### config.mk
export PLATFORM = sky130hd
export DESIGN_NAME = uart_rx_fifo
export DESIGN_NICKNAME = d
export VERILOG_FILES = /design/src/rtl/uart_rx_fifo.sv
export SDC_FILE = /design/constraint.sdc
export NUM_CORES = 1
export LEC_CHECK = 0
export CAP_MARGIN = 20
export CORE_UTILIZATION = 48
export CTS_BUF_LIST = sky130_fd_sc_hd__clkbuf_4 sky130_fd_sc_hd__clkbuf_8
export CTS_CLUSTER_SIZE = 16
export DETAILED_ROUTE_END_ITERATION = 8
export HOLD_SLACK_MARGIN = 0.03
export PLACE_DENSITY = 0.61
export RECOVER_POWER = 50
export SETUP_SLACK_MARGIN = 0.3
export SYNTH_ARGS = -nofsm -noshare
export SYNTH_HDL_FRONTEND = slang
export SYNTH_SLANG_ARGS = --single-unit
### constraint.sdc
create_clock -name clk -period 2.8 [get_ports clk]
set_input_delay 0.56 -clock clk [delete_from_list [all_inputs] [get_ports clk]]
set_output_delay 0.56 -clock clk [all_outputs]
set_load 0.01 [all_outputs]
### src/rtl/uart_rx_fifo.sv
// uart_rx_fifo: oversampled UART receiver with configurable frame format,
// per-word error flags and a first-word-fall-through RX FIFO with RTS# flow control.
//
// Ports:
//   clk            system clock
//   resetn         asynchronous active-low reset (synchronous release expected)
//   rxd            serial input, asynchronous, idle high
//   rts_n          request-to-send, active low; registered from next fill level
//   rd_data        FIFO head data (0 while empty)
//   rd_frame_err   head word saw a 0 in a stop bit
//   rd_parity_err  head word failed parity (always 0 when PARITY_MODE=0)
//   rd_valid       FIFO non-empty
//   rd_ready       pop request; head is popped when rd_valid && rd_ready
//   fifo_count     current fill level
//   overrun        sticky: a received word was dropped because the FIFO was full
//   overrun_clr    clears overrun (a same-cycle set wins)
//   break_det      (UART_RX_BREAK_DETECT_EN only) one-clock pulse on break entry
//
// Optional feature macro: UART_RX_BREAK_DETECT_EN. When defined, an all-zero frame
// (data, parity and stop samples) is treated as a line break: nothing is pushed and
// the receiver waits for the line to return high.

module uart_rx_fifo #(
    parameter int CLK_FREQ_HZ   = 12_000_000,
    parameter int BAUD_RATE_BPS = 115_200,
    parameter int OVERSAMPLE    = 16,
    parameter int DATA_BITS     = 8,
    parameter int PARITY_MODE   = 0,
    parameter int STOP_BITS     = 1,
    parameter int FIFO_DEPTH    = 16,
    parameter int RTS_THRESHOLD = FIFO_DEPTH - 2
) (
    input  logic                          clk,
    input  logic                          resetn,
    input  logic                          rxd,
    output logic                          rts_n,
    output logic [DATA_BITS-1:0]          rd_data,
    output logic                          rd_frame_err,
    output logic                          rd_parity_err,
    output logic                          rd_valid,
    input  logic                          rd_ready,
    output logic [$clog2(FIFO_DEPTH):0]   fifo_count,
    output logic                          overrun,
    input  logic                          overrun_clr
`ifdef UART_RX_BREAK_DETECT_EN
    ,
    output logic                          break_det
`endif
);

    localparam int DIV = CLK_FREQ_HZ / (BAUD_RATE_BPS * OVERSAMPLE);
    localparam int DW  = (DIV > 1) ? $clog2(DIV) : 1;
    localparam int OW  = $clog2(OVERSAMPLE);
    localparam int BW  = $clog2(DATA_BITS + 1);
    localparam int AW  = $clog2(FIFO_DEPTH);
    localparam int CW  = AW + 1;
    localparam int WW  = DATA_BITS + 2;

    if (DIV < 1) begin : g_bad_div
        $error("uart_rx_fifo: CLK_FREQ_HZ too low for BAUD_RATE_BPS*OVERSAMPLE");
    end

    typedef enum logic [2:0] {
        S_IDLE,
        S_START,
        S_DATA,
        S_PARITY,
        S_STOP
`ifdef UART_RX_BREAK_DETECT_EN
        ,
        S_BREAK
`endif
    } state_t;

    state_t state, state_next;

    logic                 rxd_meta, rxd_sync, rxd_prev;
    logic                 fall;
    logic [DW-1:0]        div_cnt;
    logic [OW-1:0]        os_cnt;
    logic [BW-1:0]        bit_cnt;
    logic                 tick, mid_tick, bit_tick, sample, push;
    logic [DATA_BITS-1:0] shreg;
    logic                 ferr_acc, perr, frame_err_now;
`ifdef UART_RX_BREAK_DETECT_EN
    logic                 any_one, brk_entry;
`endif

    logic [WW-1:0]        mem [FIFO_DEPTH];
    logic [WW-1:0]        head;
    logic [AW-1:0]        wr_ptr, rd_ptr;
    logic [CW-1:0]        count, count_next;
    logic                 full, pop, push_ok;

    assign fall          = rxd_prev & ~rxd_sync;
    assign tick          = (div_cnt == DW'(DIV - 1));
    assign mid_tick      = tick && (os_cnt == OW'(OVERSAMPLE / 2 - 1));
    assign bit_tick      = tick && (os_cnt == OW'(OVERSAMPLE - 1));
    assign frame_err_now = ferr_acc | ~rxd_sync;

    // ---------------- receive FSM ----------------
    always_ff @(posedge clk or negedge resetn) begin
        if (!resetn) state <= S_IDLE;
        else         state <= state_next;
    end

    always_comb begin
        state_next = state;
        sample     = 1'b0;
        push       = 1'b0;
`ifdef UART_RX_BREAK_DETECT_EN
        brk_entry  = 1'b0;
`endif
        case (state)
            S_IDLE:   if (fall) state_next = S_START;
            S_START: begin
                sample = mid_tick;
                if (mid_tick) state_next = rxd_sync ? S_IDLE : S_DATA;
            end
            S_DATA: begin
                sample = bit_tick;
                if (bit_tick && bit_cnt == BW'(DATA_BITS - 1))
                    state_next = (PARITY_MODE != 0) ? S_PARITY : S_STOP;
            end
            S_PARITY: begin
                sample = bit_tick;
                if (bit_tick) state_next = S_STOP;
            end
            S_STOP: begin
                sample = bit_tick;
                if (bit_tick && bit_cnt == BW'(STOP_BITS - 1)) begin
`ifdef UART_RX_BREAK_DETECT_EN
                    if (!any_one && !rxd_sync) begin
                        brk_entry  = 1'b1;
                        state_next = S_BREAK;
                    end else begin
                        push       = 1'b1;
                        state_next = S_IDLE;
                    end
`else
                    push       = 1'b1;
                    state_next = S_IDLE;
`endif
                end
            end
`ifdef UART_RX_BREAK_DETECT_EN
            S_BREAK:  if (rxd_sync) state_next = S_IDLE;
`endif
            default:  state_next = S_IDLE;
        endcase
    end

    // ---------------- bit recovery datapath ----------------
    always_ff @(posedge clk or negedge resetn) begin
        if (!resetn) begin
            rxd_meta <= 1'b1;
            rxd_sync <= 1'b1;
            rxd_prev <= 1'b1;
            div_cnt  <= '0;
            os_cnt   <= '0;
            bit_cnt  <= '0;
            shreg    <= '0;
            ferr_acc <= 1'b0;
            perr     <= 1'b0;
        end else begin
            rxd_meta <= rxd;
            rxd_sync <= rxd_meta;
            rxd_prev <= rxd_sync;

            // Divider and tick counter are held cleared in IDLE, so they restart
            // exactly at the start edge.
            if (state == S_IDLE || tick) div_cnt <= '0;
            else                         div_cnt <= div_cnt + DW'(1);

            if (state == S_IDLE || sample) os_cnt <= '0;
            else if (tick)                 os_cnt <= os_cnt + OW'(1);

            if (state_next != state) bit_cnt <= '0;
            else if (sample)         bit_cnt <= bit_cnt + BW'(1);

            if (state == S_DATA && sample)
                shreg <= {rxd_sync, shreg[DATA_BITS-1:1]};

            if (state == S_START)
                ferr_acc <= 1'b0;
            else if (state == S_STOP && sample && !rxd_sync)
                ferr_acc <= 1'b1;

            if (state == S_START)
                perr <= 1'b0;
            else if (state == S_PARITY && sample)
                perr <= ((^shreg) ^ rxd_sync) != (PARITY_MODE == 1);
        end
    end

`ifdef UART_RX_BREAK_DETECT_EN
    always_ff @(posedge clk or negedge resetn) begin
        if (!resetn) begin
            any_one   <= 1'b0;
            break_det <= 1'b0;
        end else begin
            break_det <= brk_entry;
            if (state == S_START)
                any_one <= 1'b0;
            else if (sample && (state == S_DATA || state == S_PARITY || state == S_STOP))
                any_one <= any_one | rxd_sync;
        end
    end
`endif

    // ---------------- RX FIFO ----------------
    assign full     = (count == CW'(FIFO_DEPTH));
    assign rd_valid = (count != '0);
    assign pop      = rd_valid && rd_ready;
    // A pop in the same cycle frees the slot, so a push into a full FIFO still lands.
    assign push_ok  = push && (!full || pop);

    always_comb begin
        count_next = count;
        if (push_ok && !pop)      count_next = count + CW'(1);
        else if (!push_ok && pop) count_next = count - CW'(1);
    end

    always_ff @(posedge clk) begin
        if (push_ok) mem[wr_ptr] <= {perr, frame_err_now, shreg};
    end

    always_ff @(posedge clk or negedge resetn) begin
        if (!resetn) begin
            wr_ptr  <= '0;
            rd_ptr  <= '0;
            count   <= '0;
            overrun <= 1'b0;
            rts_n   <= 1'b1;
        end else begin
            if (push_ok) wr_ptr <= wr_ptr + AW'(1);
            if (pop)     rd_ptr <= rd_ptr + AW'(1);
            count <= count_next;
            rts_n <= (count_next >= CW'(RTS_THRESHOLD));
            if (push && full && !pop) overrun <= 1'b1;
            else if (overrun_clr)     overrun <= 1'b0;
        end
    end

    assign head          = mem[rd_ptr];
    assign rd_data       = rd_valid ? head[DATA_BITS-1:0] : '0;
    assign rd_frame_err  = rd_valid & head[DATA_BITS];
    assign rd_parity_err = rd_valid & head[DATA_BITS+1];
    assign fifo_count    = count;

endmodule

# Word level (Yosys, flattened, before mapping)
# Memories as Yosys holds them, arrays and structs flattened.
# Cells that the tools add are included.
word_totals:
  ff_bits: 42
  mem_bits_rw: 160
  inputBits: 5
  output_inout_bits: 18
  wordCells: 97
  n_memories: 1
classes:
  add_sub_neg: 7
  n_lt_le_gt_ge: 1
  n_eq_ne: 10
  muxes: 26
  bitwise: 6
  n_reduce_logical: 31
mem_list:
  columns: ["memory", "depth", "word_bits", "read_ports", "rd_clocked_by_memory_dff", "write_ports", "line", "text"]
  rows:
  - ["mem", 16, 10, 1, 0, 1, "89", "logic [WW-1:0] mem [FIFO_DEPTH];"]
op_table:
  columns: ["op", "count"]
  rows:
  - ["3-bit two-way mux", 6]
  - ["4-bit by 1-bit adder with 4-bit output, second input constant", 4]
  - ["4-bit two-way mux", 4]
  - ["3-bit one-hot mux with 5 select lines", 1]
  - ["1-bit logical AND", 14]
  - ["1-bit two-way mux", 10]
  - ["5-bit two-way mux", 2]
  - ["2-bit nonzero test", 5]
  - ["4-bit by 3-bit == test with 1-bit output, second input constant", 2]
  - ["8-bit two-way mux", 1]
  - ["8-bit XOR reduction", 1]
  - ["3-bit by 2-bit == test with 1-bit output, second input constant", 2]
  - ["3-bit == test, second input constant", 2]
  - ["5-bit by 1-bit adder with 5-bit output, second input constant", 1]
  - ["5-bit == test, second input constant", 1]
  - ["5-bit by 4-bit >= comparator with 1-bit output, second input constant", 1]
  - ["5-bit nonzero test", 1]
  - ["5-bit by 1-bit subtractor with 5-bit output, second input constant", 1]
  - ["4-bit == test, second input constant", 1]
  - ["1-bit zero test", 4]
  - ["4-bit zero test", 1]
  - ["3-bit by 1-bit adder with 3-bit output, second input constant", 1]
  - ["1-bit bitwise AND", 3]
  - ["3-bit by 1-bit == test with 1-bit output, second input constant", 1]
  - ["other kinds (9)", 11]

# Logic depth before layout (Yosys ltp)
depth:
  depth_word: 11
  ltp_mapped: 9
  depth_no_buf: 8

# Worst setup path after synthesis
# OpenSTA, ideal clock, no wires.
synth_timing:
  kind: "register to output"
  start: "register rd_ptr[1]"
  end: "output rd_frame_err"
  arrival_time_ns: 1.849
  required_ns: 2.240
  slack_ns: 0.391
  path_stages_with_launch: 6
  cell_sequence: "dfrtp_1 > clkbuf_1 > clkbuf_1 > mux4_2 > mux4_2 > and2_1"
synth_between:
  elab_chain_len: 2
synth_lines:
  columns: ["element", "line", "text"]
  rows:
  - ["start, declared", "91", "logic [AW-1:0] wr_ptr, rd_ptr;"]
  - ["start signal, assigned", "237", "if (pop) rd_ptr <= rd_ptr + AW'(1);"]
  - ["memory 16 x 10 bit", null, null]
  - ["1-bit bitwise AND", "247", "assign rd_frame_err = rd_valid & head[DATA_BITS];"]
  - ["end, declared", "38", "output logic rd_frame_err,"]
# Every way passes these cells.

# Final worst setup path
layout_timing:
  start: "register rd_ptr[0]"
  end: "output rd_data[0]"
layout_between:
  elab_chain_len: 2
layout_lines:
  columns: ["element", "line", "text"]
  rows:
  - ["memory 16 x 10 bit", null, null]
  - ["8-bit two-way mux", "246", "assign rd_data = rd_valid ? head[DATA_BITS-1:0] : '0;"]
  - ["end, declared", "37", "output logic [DATA_BITS-1:0] rd_data,"]
# Every way passes these cells.

==> metrics.yaml <==
final_layout:
  nets: 571
  drive_gt1_frac: 0.338
  multi_input_area_sq_um: 2400
  most-common-layout-cells: "160 x edfxtp_1, 50 x mux4_2, 39 x clkbuf_8"
  fill_cells: 1267
  final_common_cell: "edfxtp_1"
  area_growth_pct: 21.8
  final_area_sq_um: 10200
  antennaDiodeCount: 0
  seqCellArea_sq_um: 5860
detailed_routing:
  viasPerCell: 5.49
  drc: 0
  drtIter0Drc: 285
  wire_per_inst_um: 22.0
  ant_nets: 0
  drt_first_pass_iters: 4
  vias: 4373
  wl_mm: 17.5
yosys:
  synth_top_area_frac: 0.574
  synth_flop_cell: "edfxtp_1"
  yosys_warnings: 0
  ys_ff_latch: 202
  synth_edf_count: 160
  synth_top_area_cell: "edfxtp_1"
  async_flop_share: 0.208
  synth_area_sq_um: 8370
  yosysUniqueCellTypes: 50
  synth.area.top_cells: "edfxtp_1 57%, mux4_2 13%, dfrtp_1 11%, xnor2_1 2.1%, ha_1 1.8%"
  seq_area_frac_synth: 0.700
  syn_nets: 481
  syn_inst: 464
  avgSynthCellArea_sq_um: 18.0
timing:
  min_period_over_period: 1.12
  max_freq_ghz: 0.320
  rsz0062_at_grt: "true"
  slew_violations: 0
  setup_viol: 10
  period_needed_ns: 3.12
  final_hold_viol_count: 0
  finClkSkew_ns: 0.0188
  tightest_slew_ns: 1.14
  worst_hold_slack_ns: 0.363
  slew_headroom: 0.243
  fin_ws_ns: -0.323
placement:
  routabilityCongestion: 0.710
  io_buffer_count: 22
  postPlaceCellArea_sq_um: 9270
  hpwl_mm: 10.4
floorplanning:
  pin_count: 23
  start_util: 0.498
  fp.dieH_um: 134
  coreArea_sq_um: 16800
  rows: 47
  dieArea_sq_um: 18000
  die-width_um: 134
grt:
  grt_overflow: 0
  grt_pass1_vias: 4652
  grt_pass1_wl_mm: 27.4
  grt_use_total: 0.210
  antenna_found_initial: 0
  grt_max_degree: 30
power_and_ir_drop:
  power_mw: 7.80
  leakage_nw: 4.03
  ir_worst_vdd_v: 0.000539
  power.density_nw_per_um2: 766
clock_tree:
  clkTransAtPathRegs_ns: 0.06
  clk_latency_ns: 0.51
  cts.sinks: 202
  cts_max_path_buffers: 3
  clockRootBuffer: "clkbuf_8"
  cts_tree: "built"
  h-tree-depth: 2
  cts_inserted_buffers: 34
worst_setup_path:
  cp.required_ns: 2.24
  cp_slowest_stage_delay_ns: 0.47
  cp_max_fo: 5
  critPathLaunchType: "flip-flop"
  crit_start: "rd_ptr[0]"
  end_kind: "output port"
  slowest_stage: "mux4_2"
  worst-setup-path-type: "flip-flop to output port"
  r2r-start: "div_cnt[1]"
  crit_chain: "buf_6 > buf_12 > buf_16 > buf_6 > mux4_2 > mux4_2 > and2_4 > buf_6"
  cp_common_cell: "buf_6"
  arrival_ns: 2.56
job:
  drv_cap: 0
outcome:
  failed_checks: "setup timing"
  outcome: "finished, violations left"
hold_path:
  hp-start: "rxd_meta"
  min_path_type: "flip-flop to flip-flop"
## critical path, delay by kind of cell (launching register included)
family                 cells  cell delay (ns)
buffers and inverters      5             0.61
muxes                      2             0.86
and+or+nand+nor            1             0.16
DFF                        1             0.43
## cell type report
type | instances | share of cell area
tap | 220 | 0.0270
sequential | 202 | 0.576
timing repair buffer | 75 | 0.0903
clock buffer | 55 | 0.0645
multi-input combinational | 227 | 0.236
clock inverter | 4 | 0.00184
inverter | 14 | 0.00516
## through the flow
step           setup TNS, ns  worst slack, ns   util  std cells
2_1_floorplan              0            0.391      -        464
3_3_place_gp          -0.369          -0.0780  0.551        722
3_5_place_dp          -0.422          -0.0789  0.551        722
4_1_cts                -2.53           -0.343  0.604        796
5_1_grt                -3.11           -0.400  0.606        797
6_report               -2.34           -0.323  0.606        797
## metal layers
metal  vias to the layer above  GRT usage  part of all wire
li1                       1998          -                 -
met1                      2242      0.293              0.43
met2                       112      0.334              0.50
met3                        21     0.0465             0.050
met4                         0     0.0618             0.015
met5                         -          0                 0
## cell usage after synthesis (2+ instances only)
cell type	instances
and3_1	3
a31oi_1	2
mux2i_1	3
nand2b_1	2
nor3_1	3
a21o_1	2
mux2_1	2
xnor2_1	20
ha_1	12
buf_4	4
mux4_2	50
nor4b_1	3
dfrtp_1	38
nand3_1	6
a32oi_1	3
dfstp_2	4
o21ai_0	12
clkbuf_1	11
xor2_1	3
buf_2	4
mux2_2	5
nand4_1	5
edfxtp_1	160
a21oi_1	4
inv_1	14
and4_1	4
nand2_1	17
and2_1	23
nor2_1	24
## cells by family after synthesis
| logic type | synth area share |
|---|---|
| muxes | 0.148 |
| DFF | 0.700 |
| adders and majority gates | 0.0179 |
| buffers and inverters | 0.0190 |
| AOI/OAI and AO/OA | 0.0235 |
| and+or+nand+nor | 0.0676 |
| xor gates and xnor gates | 0.0241 |
## state kept, by name (all words and copies together) (netlist names), 3 cells and up
| name | count |
|---|---|
| bit_cnt | 4 |
| shreg | 8 |
| fifo_count | 5 |
| state | 3 |
| wr_ptr | 4 |
| mem | 160 |
| div_cnt | 3 |
| rd_ptr | 4 |
| os_cnt | 4 |
## final timing paths
kind                              end  slack, ns  depth (start not counted)
setup / recovery           rd_data[0]      -0.32                          8
hold / removal               rxd_sync       0.36                          0
setup reg to reg            mem[6][7]       0.50                          9
hold reg to reg              rxd_sync       0.36                          0
max in group asynchronous   os_cnt[0]       0.82                          3
min in group asynchronous   rd_ptr[0]       0.80                          2
## timing repair
item,in CTS,in global routing
setup buffers,11,1
resized for setup,62,8
endpoints found under the setup margin,11,127
gates cloned,3,0
hold buffers,1,0
pin swaps,10,0
hold endpoints to repair,17,0
## where the power goes
group	switching, mW	internal, mW	leakage, nW
Clock	1.10	1.48	0.359
Combinational	0.797	0.989	1.31
Sequential	0.119	3.32	2.36
No activity file was read; power rests on OpenSTA's default activity.
